File: src/rtl/tube_pkg.sv
`default_nettype none
// ============================================================================
//  Module      : tube_pkg
//  Description : Shared constants for the AHB tube slave: AHB transfer and
//                response codes, register offsets, base address, data-phase
//                FSM encoding and the STATUS word packing helper.
//  Revision    : 1.0 - initial release
// ============================================================================
package tube_pkg;

    localparam logic [1:0]  HTRANS_IDLE   = 2'b00;
    localparam logic [1:0]  HTRANS_BUSY   = 2'b01;
    localparam logic [1:0]  HTRANS_NONSEQ = 2'b10;
    localparam logic [1:0]  HTRANS_SEQ    = 2'b11;

    localparam logic [1:0]  HRESP_OKAY    = 2'b00;

    // Offsets are kept 32 bits wide; users slice the decoded low bits.
    localparam logic [31:0] OFF_DATA      = 32'h0000_0000;
    localparam logic [31:0] OFF_STATUS    = 32'h0000_0004;
    localparam logic [31:0] OFF_CTRL      = 32'h0000_0008;

    localparam logic [31:0] TUBE_BASE     = 32'h2000_0000;

    // Data-phase FSM encoding
    localparam logic [1:0]  ST_IDLE       = 2'd0;
    localparam logic [1:0]  ST_WR         = 2'd1;
    localparam logic [1:0]  ST_RD         = 2'd2;
    localparam logic [1:0]  ST_WAIT       = 2'd3;

    // STATUS: level in [7:0], full in [8], empty in [9]
    function automatic logic [31:0] status_word(input logic [7:0] level,
                                                input logic       full,
                                                input logic       empty);
        return {22'b0, empty, full, level};
    endfunction

endpackage
`default_nettype wire

File: src/rtl/ahb_tube_slave_if.sv
`default_nettype none
// ============================================================================
//  Module      : ahb_tube_slave_if
//  Description : AHB slave-side bus signals plus the character stream that
//                leaves the tube.
//                master modport : bus/decoder side and character sink
//                slave  modport : the tube slave itself
//  Revision    : 1.0 - initial release
// ============================================================================
interface ahb_tube_slave_if;

    logic        HSELS;
    logic [31:0] HADDRS;
    logic [1:0]  HTRANSS;
    logic        HWRITES;
    logic [2:0]  HSIZES;
    logic [31:0] HWDATAS;
    logic        HREADYS;
    logic        HREADYOUTS;
    logic [1:0]  HRESPS;
    logic [31:0] HRDATAS;
    logic [7:0]  char_data;
    logic        char_valid;
    logic        char_ready;

    modport master (
        output HSELS, HADDRS, HTRANSS, HWRITES, HSIZES, HWDATAS, HREADYS,
        output char_ready,
        input  HREADYOUTS, HRESPS, HRDATAS, char_data, char_valid
    );

    modport slave (
        input  HSELS, HADDRS, HTRANSS, HWRITES, HSIZES, HWDATAS, HREADYS,
        input  char_ready,
        output HREADYOUTS, HRESPS, HRDATAS, char_data, char_valid
    );

endinterface
`default_nettype wire

File: src/rtl/tube_fifo.sv
`default_nettype none
// ============================================================================
//  Module      : tube_fifo
//  Description : Synchronous FIFO with occupancy count. A push while full and
//                a pop while empty are ignored; there is no write-to-read
//                bypass, so a push into an empty FIFO becomes visible at head
//                on the following cycle.
//  Ports       : clk, rst_n (sync, active-low), push/din, pop,
//                full, empty, level, head
//  Revision    : 1.0 - initial release
// ============================================================================
module tube_fifo #(
    parameter int DEPTH = 8,
    parameter int WIDTH = 8
) (
    input  wire logic                       clk,
    input  wire logic                       rst_n,
    input  wire logic                       push,
    input  wire logic [WIDTH-1:0]           din,
    input  wire logic                       pop,
    output logic                            full,
    output logic                            empty,
    output logic [$clog2(DEPTH):0]          level,
    output logic [WIDTH-1:0]                head
);

    localparam int              PW           = $clog2(DEPTH);
    localparam int              LW           = PW + 1;
    localparam logic [LW-1:0]   C_FULL_LEVEL = LW'(DEPTH);

    logic [WIDTH-1:0] mem_q [DEPTH];
    logic [WIDTH-1:0] mem_d [DEPTH];
    logic [PW-1:0]    wr_ptr_q, wr_ptr_d;
    logic [PW-1:0]    rd_ptr_q, rd_ptr_d;
    logic [LW-1:0]    level_q,  level_d;
    logic             w_do_push;
    logic             w_do_pop;

    assign full      = (level_q == C_FULL_LEVEL);
    assign empty     = (level_q == '0);
    assign level     = level_q;
    assign head      = mem_q[rd_ptr_q];
    assign w_do_push = push & ~full;
    assign w_do_pop  = pop & ~empty;

    always_comb begin
        mem_d    = mem_q;
        wr_ptr_d = wr_ptr_q;
        rd_ptr_d = rd_ptr_q;
        level_d  = level_q;
        if (w_do_push) begin
            mem_d[wr_ptr_q] = din;
            wr_ptr_d        = wr_ptr_q + 1'b1;   // power-of-two depth wraps naturally
        end
        if (w_do_pop) begin
            rd_ptr_d = rd_ptr_q + 1'b1;
        end
        case ({w_do_push, w_do_pop})
            2'b10:   level_d = level_q + 1'b1;
            2'b01:   level_d = level_q - 1'b1;
            default: level_d = level_q;
        endcase
    end

    always_ff @(posedge clk) begin
        if (!rst_n) begin
            wr_ptr_q <= '0;
            rd_ptr_q <= '0;
            level_q  <= '0;
            for (int i = 0; i < DEPTH; i++) begin
                mem_q[i] <= '0;
            end
        end else begin
            wr_ptr_q <= wr_ptr_d;
            rd_ptr_q <= rd_ptr_d;
            level_q  <= level_d;
            mem_q    <= mem_d;
        end
    end

endmodule
`default_nettype wire

File: src/rtl/ahb_tube_slave.sv
`default_nettype none
// ============================================================================
//  Module      : ahb_tube_slave
//  Description : AHB "tube" slave. Writes to DATA push the low byte into a
//                character FIFO that drains over a valid/ready stream. A
//                write to DATA while the FIFO is full stalls the bus until a
//                slot frees up. STATUS reports level/full/empty; CTRL bit0
//                gates the drain.
//  Ports       : HCLK    - clock
//                HRESETn - synchronous active-low reset
//                bus     - AHB slave signals and character stream
//  Revision    : 1.0 - initial release
// ============================================================================
module ahb_tube_slave
    import tube_pkg::*;
#(
    parameter int DEPTH = 8,
    parameter int AW    = 4
) (
    input  wire logic        HCLK,
    input  wire logic        HRESETn,
    ahb_tube_slave_if.slave  bus
);

    localparam int            LW           = $clog2(DEPTH) + 1;
    localparam logic [AW-1:0] C_OFF_DATA   = OFF_DATA[AW-1:0];
    localparam logic [AW-1:0] C_OFF_STATUS = OFF_STATUS[AW-1:0];
    localparam logic [AW-1:0] C_OFF_CTRL   = OFF_CTRL[AW-1:0];

    logic [1:0]    state_q, state_d;
    logic [AW-1:0] off_q,   off_d;
    logic          drain_en_q, drain_en_d;

    logic          w_full;
    logic          w_empty;
    logic [LW-1:0] w_level;
    logic [7:0]    w_head;
    logic          w_data_wr;
    logic          w_stall;
    logic          w_push;
    logic          w_pop;
    logic          w_accept;
    logic          w_unused_ok;

    assign w_unused_ok = &{1'b0, bus.HSIZES, bus.HADDRS[31:AW]};

    // Only NONSEQ/SEQ carry an address phase worth a data phase.
    assign w_accept  = bus.HSELS & bus.HREADYS &
                       ((bus.HTRANSS == HTRANS_NONSEQ) | (bus.HTRANSS == HTRANS_SEQ));

    // A DATA write is pending either on its first data-phase cycle or while
    // parked in WAIT. It completes only when the FIFO (as registered) has room.
    assign w_data_wr = ((state_q == ST_WR) & (off_q == C_OFF_DATA)) | (state_q == ST_WAIT);
    assign w_stall   = w_data_wr & w_full;
    assign w_push    = w_data_wr & ~w_full;

    assign bus.char_valid = ~w_empty & drain_en_q;
    assign bus.char_data  = w_empty ? 8'h00 : w_head;
    assign w_pop          = bus.char_valid & bus.char_ready;

    assign bus.HREADYOUTS = ~w_stall;
    assign bus.HRESPS     = HRESP_OKAY;

    always_comb begin
        bus.HRDATAS = 32'h0;
        if (state_q == ST_RD) begin
            case (off_q)
                C_OFF_STATUS: bus.HRDATAS = status_word(8'(w_level), w_full, w_empty);
                C_OFF_CTRL:   bus.HRDATAS = {31'h0, drain_en_q};
                default:      bus.HRDATAS = 32'h0;
            endcase
        end
    end

    always_comb begin
        state_d    = state_q;
        off_d      = off_q;
        drain_en_d = drain_en_q;

        if ((state_q == ST_WR) && (off_q == C_OFF_CTRL)) begin
            drain_en_d = bus.HWDATAS[0];
        end

        if (w_stall) begin
            state_d = ST_WAIT;
        end else if (w_accept) begin
            // Current data phase completes this cycle, so the next address
            // phase is taken in the same cycle (pipelined back-to-back).
            state_d = bus.HWRITES ? ST_WR : ST_RD;
            off_d   = bus.HADDRS[AW-1:0];
        end else begin
            state_d = ST_IDLE;
        end
    end

    always_ff @(posedge HCLK) begin
        if (!HRESETn) begin
            state_q    <= ST_IDLE;
            off_q      <= '0;
            drain_en_q <= 1'b1;
        end else begin
            state_q    <= state_d;
            off_q      <= off_d;
            drain_en_q <= drain_en_d;
        end
    end

    tube_fifo #(
        .DEPTH (DEPTH),
        .WIDTH (8)
    ) u_fifo (
        .clk   (HCLK),
        .rst_n (HRESETn),
        .push  (w_push),
        .din   (bus.HWDATAS[7:0]),
        .pop   (w_pop),
        .full  (w_full),
        .empty (w_empty),
        .level (w_level),
        .head  (w_head)
    );

endmodule
`default_nettype wire

File: src/flat_wrapper.sv
// flat-port wrapper written by rule: the top's interface ports become plain ports
module ahb_tube_slave_flat import tube_pkg::*;
#(
    parameter int DEPTH = 8,
    parameter int AW    = 4
)
  (HCLK, HRESETn, bus_HSELS, bus_HADDRS, bus_HTRANSS, bus_HWRITES, bus_HSIZES, bus_HWDATAS, bus_HREADYS, bus_char_ready, bus_HREADYOUTS, bus_HRESPS, bus_HRDATAS, bus_char_data, bus_char_valid);
  ahb_tube_slave_if bus_i ();
  input  wire logic HCLK;
  input  wire logic HRESETn;
  input wire logic [$bits(bus_i.HSELS)-1:0] bus_HSELS;
  input wire logic [$bits(bus_i.HADDRS)-1:0] bus_HADDRS;
  input wire logic [$bits(bus_i.HTRANSS)-1:0] bus_HTRANSS;
  input wire logic [$bits(bus_i.HWRITES)-1:0] bus_HWRITES;
  input wire logic [$bits(bus_i.HSIZES)-1:0] bus_HSIZES;
  input wire logic [$bits(bus_i.HWDATAS)-1:0] bus_HWDATAS;
  input wire logic [$bits(bus_i.HREADYS)-1:0] bus_HREADYS;
  input wire logic [$bits(bus_i.char_ready)-1:0] bus_char_ready;
  output wire logic [$bits(bus_i.HREADYOUTS)-1:0] bus_HREADYOUTS;
  output wire logic [$bits(bus_i.HRESPS)-1:0] bus_HRESPS;
  output wire logic [$bits(bus_i.HRDATAS)-1:0] bus_HRDATAS;
  output wire logic [$bits(bus_i.char_data)-1:0] bus_char_data;
  output wire logic [$bits(bus_i.char_valid)-1:0] bus_char_valid;
  assign bus_i.HSELS = bus_HSELS;
  assign bus_i.HADDRS = bus_HADDRS;
  assign bus_i.HTRANSS = bus_HTRANSS;
  assign bus_i.HWRITES = bus_HWRITES;
  assign bus_i.HSIZES = bus_HSIZES;
  assign bus_i.HWDATAS = bus_HWDATAS;
  assign bus_i.HREADYS = bus_HREADYS;
  assign bus_i.char_ready = bus_char_ready;
  assign bus_HREADYOUTS = bus_i.HREADYOUTS;
  assign bus_HRESPS = bus_i.HRESPS;
  assign bus_HRDATAS = bus_i.HRDATAS;
  assign bus_char_data = bus_i.char_data;
  assign bus_char_valid = bus_i.char_valid;
  ahb_tube_slave #(.DEPTH(DEPTH), .AW(AW)) u_core (.HCLK(HCLK), .HRESETn(HRESETn), .bus(bus_i));
endmodule
File: config.mk
export PLATFORM = sky130hd
export DESIGN_NAME = ahb_tube_slave_flat
export DESIGN_NICKNAME = d
export VERILOG_FILES = /design/src/rtl/tube_pkg.sv /design/src/rtl/ahb_tube_slave_if.sv /design/src/rtl/tube_fifo.sv /design/src/rtl/ahb_tube_slave.sv /design/src/flat_wrapper.sv
export SDC_FILE = /design/constraint.sdc
export NUM_CORES = 1
export LEC_CHECK = 0
export CAP_MARGIN = 20
export CORE_MARGIN = 2
export CORE_UTILIZATION = 30
export DETAILED_ROUTE_END_ITERATION = 8
export PLACE_DENSITY_LB_ADDON = 0.08
export SLEW_MARGIN = 20
export SYNTH_ARGS = -nofsm -noshare
export SYNTH_HDL_FRONTEND = slang
export SYNTH_SLANG_ARGS = --single-unit
File: constraint.sdc
create_clock -name HCLK -period 2.3 [get_ports HCLK]
set_input_delay 0.46 -clock HCLK [delete_from_list [all_inputs] [get_ports HCLK]]
set_output_delay 0.46 -clock HCLK [all_outputs]
set_load 0.1 [all_outputs]
==> results.toml <==
[sta]
setup_ws_ns = -0.0353
finalHoldViolCount = 0
period_needed_ns = 2.34
worstMarginPinSlew_ns = 1.08
fin_skew_ns = 0.00662
rsz0062_at_grt = "yes"
setup_violations = 7
finalMaxSlewViolations = 0
tns_ns = -0.193
fin_crit_sh_pct = 102
maxSlewHeadroom_pct = 27.8
max_freq_ghz = 0.428

[route]
drtAntennaViolNets = 0
viasPerCell = 5.13
finalWirelength_um = 12100
vias = 3606
drtIter0Drc = 251
drcViolationCount = 0
wire_per_inst_um = 17.3
firstDrtPassIters = 4

[outcome]
outcome = "finished with violations"
violations = "setup timing"

[global_route]
grt_use_total_pct = 15.8
first_global_vias = 3557
grt.overflow.total = 0
antenna_found_initial = 0
grt_start_max_net_pins = 87
grt_first_pass_wirelength_um = 19500

[floorplan]
pin_count = 119
fp.dieH_um = 125
dieArea_um2 = 15700
die_w_um = 125
coreArea_um2 = 14500
fp-row-count = 44
start_util_pct = 30.5

[logic_synthesis]
syn_inst = 484
synth_top_area_share_pct = 36.7
synth_area_um2 = 4410
synth_top_family_by_area = "compound AO/OA/AOI/OAI gates"
yosys_warnings = 0
avgSynthCellArea_um2 = 9.12
synth.most_common_cell = "dfxtp_1"
async_flop_share_pct = 0
synth-compound-area-share_pct = 21.7
synth_fa_ha_area_share_pct = 1.42
yosys.cell_types.count = 42
yosysTopAreaCell = "dfxtp_1"
muxShareOfSynthArea_pct = 12.0
ys_ff_latch = 81
ys.flop_type = "dfxtp_1"
ys_top_cells_by_area = "dfxtp_1 (37%), a21boi_1 (11%), mux4_2 (8.2%)"
synthSimpleGateAreaFrac_pct = 16.2
netlist_top_cells_count = "dfxtp_1 (81), nand3_1 (68), a21boi_1 (66)"
synth_edf_count = 0
yosysSeqAreaShare_pct = 36.7
synth_xor_area_share_pct = 1.19

[layout]
drive_gt1_share_pct = 24.1
area_delta_synth_final_pct = 27.5
final-instance-count-excl-fill = 703
nNetsFinal = 594
fin_util_pct = 38.9
num_antenna_cells = 0
fin_area_um2 = 5630

[cts]
htreeDepth = 3
path_clk_slew_ns = 0.07
cts_tree = "done"
root_buffer = "clkbuf_16"
clk_latency_ns = 0.34
cts_buffers = 9
clk_path_buf_depth = 2
cts.sinks = 81

[worst_setup_path]
path_cells = "clkbuf_16 > mux4_2 > mux2i_4 > nor2_2 > buf_12"
cp_slowest_stage_delay_ns = 0.54
worstPathRequired_ns = 1.84
critical_path.max_fanout = 4
start_kind = "register"
cpMaxStageDelayCell = "mux4_2"
arrival_ns = 1.88
worstSetupEndpointType = "output pin"
path_class = "reg2out"

[power_and_ir_drop]
power_leakage_nw = 1.91
p_per_area_nw_per_um2 = 600
power_mw = 3.38
ir_worst_vdd_mv = 0.378

[place]
hpwl_um = 7270
dpl_cell_area_um2 = 5110
portBuffers = 34
dp_cells = 675
gp_congestion = 0.667

[flow_run]
maxCapViolations = 0

[hold_path]
hold_path_class = "reg2reg"
[cell type report]
class / count / area (µm²)
Tap cell: 184 / 230
Multi-Input combinational cell: 348 / 2560
Inverter: 4 / 17.5
Fill cell: 1467 / 8850
Clock inverter: 6 / 42.5
Sequential cell: 81 / 1640
Timing Repair Buffer: 70 / 898
Clock buffer: 10 / 239
[power by group]
part,total (mW),internal (mW),switching [mW]
Clock,1.38,0.763,0.619
Sequential,1.42,1.41,0.0129
Combinational,0.572,0.166,0.406
Total,3.38,2.34,1.04
[through the flow]
stage	hold slack [ns]	setup slack, ns
6_report	0.478	-0.0353
5_1_grt	0.499	-0.105
4_1_cts	0.477	-0.0977
3_5_place_dp	0.468	-0.126
3_3_place_gp	0.459	-0.0976
2_1_floorplan	0.449	-0.326
[path summary, 6_finish.rpt]
check / slack [ns] / depth (start not counted) / start / to
setup / recovery: -0.04 / 5 / u_core.u_fifo.rd_ptr_q[0]$_SDFFE_PN0P_ / bus_char_data[3]
hold / removal: 0.48 / 2 / u_core.u_fifo.mem_q[23]$_SDFFE_PN0P_ / u_core.u_fifo.mem_q[23]$_SDFFE_PN0P_
setup reg to reg: 0.07 / 10 / u_core.u_fifo.level[3]$_SDFFE_PN0P_ / u_core.u_fifo.level[2]$_SDFFE_PN0P_
hold reg to reg: 0.48 / 2 / u_core.u_fifo.mem_q[23]$_SDFFE_PN0P_ / u_core.u_fifo.mem_q[23]$_SDFFE_PN0P_
[layout by cell type (no fill, tap or decap), types with 3 or more instances in the layout]
| cell | netlist | layout |
|---|---|---|
| buf_4 | 28 | 27 |
| nand3_1 | 68 | 67 |
| clkdlybuf4s50_1 | 0 | 17 |
| dfxtp_1 | 81 | 73 |
| clkbuf_16 | 0 | 10 |
| mux2i_1 | 17 | 12 |
| nand4_1 | 3 | 3 |
| dfxtp_2 | 0 | 5 |
| nor2_2 | 0 | 9 |
| ha_1 | 5 | 3 |
| nand2_1 | 14 | 14 |
| nor2b_1 | 7 | 7 |
| xnor2_1 | 4 | 4 |
| o21ai_1 | 62 | 62 |
| conb_1 | 1 | 28 |
| and2_1 | 12 | 11 |
| a21boi_1 | 66 | 67 |
| mux2i_2 | 0 | 3 |
| buf_12 | 0 | 22 |
| mux4_2 | 16 | 16 |
| o21ai_0 | 6 | 6 |
| inv_1 | 4 | 3 |
| dfxtp_4 | 0 | 3 |
[repair_timing]
| item | CTS | global route |
|---|---|---|
| hold buffers | 0 | 0 |
| pin swaps | 0 | 4 |
| resized for setup | 12 | 9 |
| endpoints found under the setup margin | 14 | 14 |
| cloned | 1 | 1 |
| buffers inserted | 8 | 1 |
[registers in the layout, summed over array words and instances (netlist names)]
signal                  cells
u_core.u_fifo.mem_q        64
u_core.u_fifo.level         4
u_core.state_q              2
u_core.drain_en_q           1
u_core.u_fifo.wr_ptr_q      3
u_core.off_q                4
u_core.u_fifo.rd_ptr_q      3
[critical path, delay by kind of cell (launching register included)]
kind                   cells  cell delay [ns]
multiplexers               2             0.71
AND/OR/NAND/NOR            1             0.07
flip-flops                 1             0.41
buffers and inverters      2             0.34
[metal layers]
layer | vias up | routed length (µm) | GRT usage [%] | share of wire, %
li1 | 1742 | - | - | -
met1 | 1777 | 5570 | 20.1 | 46
met2 | 71 | 5920 | 27.0 | 49
met3 | 16 | 428 | 2.78 | 3.5
met4 | 0 | 215 | 5.95 | 1.8
met5 | - | 0 | 0 | 0
[logic make-up after synthesis]
group / Yosys count
other: 1
buffers and inverters: 82
muxes: 33
adders and majority gates: 5
xor gates and xnor gates: 6
AOI/OAI and AO/OA: 145
DFF: 81
and+or+nand+nor: 131
Power figures use the tool's default switching activity.
==> edit 1 (same settings) <==
`AW` is set to 4 in 2 places; all go to 6.
--- a/src/rtl/ahb_tube_slave.sv
+++ b/src/rtl/ahb_tube_slave.sv
@@ -16,5 +16,5 @@
 #(
     parameter int DEPTH = 8,
-    parameter int AW    = 4
+    parameter int AW    = 6
 ) (
     input  wire logic        HCLK,
--- a/src/flat_wrapper.sv
+++ b/src/flat_wrapper.sv
@@ -3,5 +3,5 @@
 #(
     parameter int DEPTH = 8,
-    parameter int AW    = 4
+    parameter int AW    = 6
 )
   (HCLK, HRESETn, bus_HSELS, bus_HADDRS, bus_HTRANSS, bus_HWRITES, bus_HSIZES, bus_HWDATAS, bus_HREADYS, bus_char_ready, bus_HREADYOUTS, bus_HRESPS, bus_HRDATAS, bus_char_data, bus_char_valid);
Formal check against the unedited RTL: not equivalent (Yosys sat finds a counterexample within 4 cycles, from zero or initial values and one cycle with HRESETn low).
==> edit 1 against the unedited design <==
The flow still finishes with violations (negative setup slack). Register-to-register slack got worse by 0.04 ns. Die area decreased by 5.1%. Sequential cell count increased by 2. Sequential share of layout area grew 1.0 points. Via count fell by 17%. First-iteration DRC count fell by 50%. Clock power increased by 6%. Area after synthesis decreased by 5.2%. Worst setup slack worse by 0.069 ns. Cell area fell by 1.7%. Synthesized cell count is 14% lower. Power rose by 0.58%. Routed wire length is 15% lower. Largest cell class unchanged. Largest power group unchanged. Highest routed layer unchanged.
==> edit 1: results (changes against the unedited design) <==
- Status: finished, violations left
- Violated checks: negative setup slack
- Distinct cell type count after synthesis: 44 (+4.8%)
- Yosys warns: 0 (unchanged)
- Metal2 WL: 5.15 mm (-13%)
- Placed Area: 0.00506 mm² (-0.88%)
- Root buffer cell: clkbuf_16
- Met1 Track Usage GR: 0.185 (-0.0164)
- Placed Cells: 636 (-5.8%)
- Post-Synth Adder-Cell Area: 0.0150 (+0.000785)
- NumNets Final: 554 (-6.7%)
- Critical path arrival: 1.94 ns (+0.06 ns)
- Footprint of the multi-input gates: 0.00248 mm² (-3.2%)
- Final Non-Filler Cells: 658 (-6.4%)
- Mux contribution to synthesized area: 0.282 (+0.162)
- CP endpoint: bus_char_data[7]
- Setup-failing EPs final: 4 (-3)
- Met3 usage: 0.0492 (+0.0213)
- Reg2Reg Launch Point: u_core.u_fifo.level[2]
- Vias in the first global route: 3110 (-13%)
- Cell Pwr Density: 614 mW/mm² (+2.3%)
- Post-synthesis instance total: 415 (-14%)
- Share of cells above drive strength 1: 0.274 (+0.0332)
- Setup repair bufs after CTS: 6 (-2)
- Register area share after synthesis: 0.397 (+0.0299)
- Skew final: 0.00907 ns (+0.00245 ns)
- Crit-path max cell delay: 0.51 ns (-0.03 ns)
- Combinational power: 0.000482 W (-16%)
- GPL Wtd Cong: 0.712 (+6.7%)
- DRT met1 WL: 4.64 mm (-17%)
- Max-slew headroom: 0.362 (+0.0841)
- Area contributors post-synth: dfxtp_1 (40%), mux2i_1 (20%), mux4_2 (8.6%)
- Clock Power Share: 0.429 (+0.020)
- Setup_tns: -0.249 ns (-0.0553 ns)
- Quantity of gates resized following cts: 15 (+3)
- Total net switching power: 0.000946 W (-8.9%)
- Fill cells: 1358 (-7.4%)
- Most flops, register: u_core.u_fifo.mem_q
- Largest net degree at the start of global routing: 28 (-68%)
- Met2 GRT Util: 0.263 (-0.00658)
- Leakage power: 2.17 nW (+14%)
- First-pass GRT wire length: 16.9 mm (-13%)
- R2r setup slk: 0.03 ns (-0.04 ns)
- Setup ws final: -0.105 ns (-0.0693 ns)
- Synth Area in Compound Gates: 0.0305 (-0.186)
- DP HPWL: 6.95 mm (-4.4%)
- Pre-CTS setup slack: -0.0489 ns (+0.0773 ns)
- Port Buffers: 36 (+5.9%)
- CP Max Fanout: 8 (+4)
- Final WL: 10.3 mm (-15%)
- Via count: 3000 (-17%)
- Global Route Usage Sum: 0.152 (-0.00611)
- Post-synth top cells: nand2_1 (93), dfxtp_1 (83), mux2i_1 (82), buf_4 (29)
- Max VDD drop: 0.331 mV (-12%)
- Met3 wire length: 421 µm (-1.6%)
- Post-synthesis xor/xnor area fraction: 0.0105 (-0.00144)
- Initial drt markers: 125 (-50%)
edit 1: worst min-delay path by stage:
| stage | from | to | slack, ns | cells after the start |
|---|---|---|---|---|
| floorplan | u_core.u_fifo.mem_q[10] | u_core.u_fifo.mem_q[10] | 0.43 | 2 |
| global placement | u_core.u_fifo.mem_q[7] | u_core.u_fifo.mem_q[7] | 0.44 | 2 |
| detailed placement | u_core.u_fifo.mem_q[9] | u_core.u_fifo.mem_q[9] | 0.44 | 2 |
| CTS | u_core.u_fifo.mem_q[13] | u_core.u_fifo.mem_q[13] | 0.46 | 2 |
| global route | u_core.u_fifo.mem_q[8] | u_core.u_fifo.mem_q[8] | 0.47 | 2 |
| finish | u_core.u_fifo.mem_q[11] | u_core.u_fifo.mem_q[11] | 0.45 | 2 |
edit 1: final cells by class:
type                    count  share of cell area
clock buffers              12              0.0446
well taps                 180              0.0407
inverters                   1            0.000679
flip-flops and latches     83               0.302
clock inverters             3             0.00860
multi-input cells         304               0.448
repair buffers             75               0.156
==> edit 2 (config.mk and constraints unchanged) <==
Made on the original files. Reset style: asynchronous (`HRESETn` and `rst_n`), changed in 2 clocked blocks. Comments in the files are not updated.
--- a/src/rtl/tube_fifo.sv
+++ b/src/rtl/tube_fifo.sv
@@ -63,5 +63,5 @@
     end
 
-    always_ff @(posedge clk) begin
+    always_ff @(posedge clk or negedge rst_n) begin
         if (!rst_n) begin
             wr_ptr_q <= '0;
--- a/src/rtl/ahb_tube_slave.sv
+++ b/src/rtl/ahb_tube_slave.sv
@@ -94,5 +94,5 @@
     end
 
-    always_ff @(posedge HCLK) begin
+    always_ff @(posedge HCLK or negedge HRESETn) begin
         if (!HRESETn) begin
             state_q    <= ST_IDLE;
Check against the original RTL: differs if HRESETn is asserted again (counterexample within 4 cycles, from zero or initial values and one cycle with HRESETn low); with HRESETn held inactive, the same outputs for 10 cycles.
==> edit 2 against the unedited design <==
The run still ends with negative setup slack left. Sequential cell count unchanged. Synthesized cell count decreased by 40%. Cell count decreased by 25%. Worst setup slack got worse by 0.010 ns. Routed wire length decreased by 24%. Clock skew about the same. Area after synthesis decreased by 4.7%. Hold slack got worse by 0.38 ns. Cell area decreased by 5.2%. Critical endpoint is now bus_char_data[1].
Power is not compared: it rests on default switching activity, and its combinational part moved more than twofold at a synthesized area within 25%.
==> edit 2: results (changes against the unedited design) <==
- Status: finished, violations left
- Violated checks: negative setup slack
- DRT antenna net count: 0 (unchanged)
- Root buffer cell: clkbuf_16
- Leakage power: 2.22 nW
- Tightest Pin Transition: 0.521 ns (-0.557 ns)
- Async S/R FF share, synth: 1.00 (+1.00)
- DP HPWL: 6.20 mm (-15%)
- Largest net degree at the start of global routing: 41 (-53%)
- Pre-CTS setup slack: 0.0439 ns (+0.170 ns)
- Wire per inst: 17.4 µm (+0.77%)
- CP Max Fanout: 18 (+14)
- Global Route Usage Sum: 0.134 (-0.0250)
- Max VDD drop: 0.843 mV
- Register area share after synthesis: 0.482 (+0.115)
- Yosys warns: 0 (unchanged)
- Max FFs per register: 64 (unchanged)
- HP Class: input port to async pin
- Distinct cell type count after synthesis: 48 (+14%)
- Clock Path Buffers: 2 (unchanged)
- Setup ws final: -0.0453 ns (-0.0100 ns)
- DR pass1 iterations: 4 (unchanged)
- Critical path arrival: 1.89 ns
- CTS Buf Count: 9 (unchanged)
- Clock slew at the register clock pins of the worst setup and hold paths: 0.06 ns
- Drt via density: 4.53 (-12%)
- Worst-Skew Late Latency: 0.33 ns
- Antenna violations before repair: 0 (unchanged)
- Antenna Cells: 0 (unchanged)
- Port Buffers: 34 (unchanged)
- NumNets Final: 426 (-28%)
- CTS HTree Levels: 3 (unchanged)
- Vias in the first global route: 2494 (-30%)
- Placed Area: 0.00498 mm² (-2.5%)
- Crit-path max cell delay: 0.54 ns (about the same)
- Skew final: 0.00666 ns (+0.0000395 ns)
- Area contributors post-synth: dfrtp_1 (48%), mux2_2 (18%), mux4_2 (8.6%)
- Setup-failing EPs final: 7 (unchanged)
- Fill cells: 1307 (-11%)
- First-pass GRT wire length: 14.7 mm (-25%)
- Post-synth top cells: dfrtp_1 (80), mux2_2 (68), buf_4 (29), mux4_2 (16), nor2_1 (10)
- Most flops, register: u_core.u_fifo.mem_q
- Share of cells above drive strength 1: 0.504 (+0.263)
- Initial drt markers: 80 (-68%)
- Critical-path top delay cell: mux4_2
- GPL Wtd Cong: 0.751 (+13%)
## edit 2: path summary, 6_finish.rpt
kind,startpoint,end,slack [ns],cells past startpoint
setup / recovery,u_core.u_fifo.rd_ptr_q[0],bus_char_data[1],-0.05,5
hold / removal,HRESETn,u_core.off_q[3],0.1,1
setup reg to reg,u_core.off_q[3],u_core.u_fifo.level[2],0.16,10
hold reg to reg,u_core.u_fifo.mem_q[41],u_core.u_fifo.mem_q[41],0.50,1
max in group asynchronous,HRESETn,u_core.drain_en_q,1.57,2
min in group HCLK,u_core.u_fifo.mem_q[41],u_core.u_fifo.mem_q[41],0.50,1
## edit 2: cell families after synthesis
kind of cell / after synthesis / synth area share
multiplexers: 96 / 0.300
flip-flops: 81 / 0.482
AND/OR/NAND/NOR: 49 / 0.103
buffers and inverters: 40 / 0.0667
XOR/XNOR: 10 / 0.0208
AO/OA/AOI/OAI: 7 / 0.0110
adder cells (fa/ha/maj): 5 / 0.0149
other: 1 / 0.000892
## edit 2: per-layer routing
layer / GRT usage / wire length [µm]
met1: 0.184 / 4490
met2: 0.208 / 4330
met3: 0.0283 / 254
met4: 0.0467 / 127
met5: 0 / 0
## edit 2: per-stage QoR
stage / setup TNS (ns) / hold slack (ns) / std cells
after global routing: -0.826 / 0.144 / 529
after detailed placement: 0 / 0.476 / 514
after floorplan: -3.00 / 0.164 / 316
final: -0.146 / 0.0958 / 529
after CTS: -0.428 / 0.114 / 528
after global placement: 0 / 0.475 / 514
## edit 2: critical path: cells and delay by family, from the launching register on
family | cells | cell delay [ns]
buf+inv | 2 | 0.37
flops | 1 | 0.37
mux | 2 | 0.73
simple gates | 1 | 0.07
## edit 2: final cells by class
cell class                 count  area [µm²]  area share
sequential                    81        2030       0.381
clock buffer                  12         256      0.0481
inverter                       1        3.75    0.000704
tap                          180         225      0.0422
clock inverter                 2        38.8     0.00728
timing repair buffer          58         694       0.130
multi-input combinational    195        2080       0.391
## edit 2: repair_timing
item                       4_1_cts  5_1_grt
pin swaps                        0        5
resized for setup                4        7
buffers inserted                 0        1
setup endpoints to repair       10       11
## edit 2: where the power goes
part / total (W) / switching [W] / leakage, nW / internal (W)
Combinational: 0.00343 / 0.00203 / 1.13 / 0.00139
Clock: 0.00145 / 0.000555 / 0.145 / 0.000891
Sequential: 0.00191 / 0.000239 / 0.949 / 0.00167
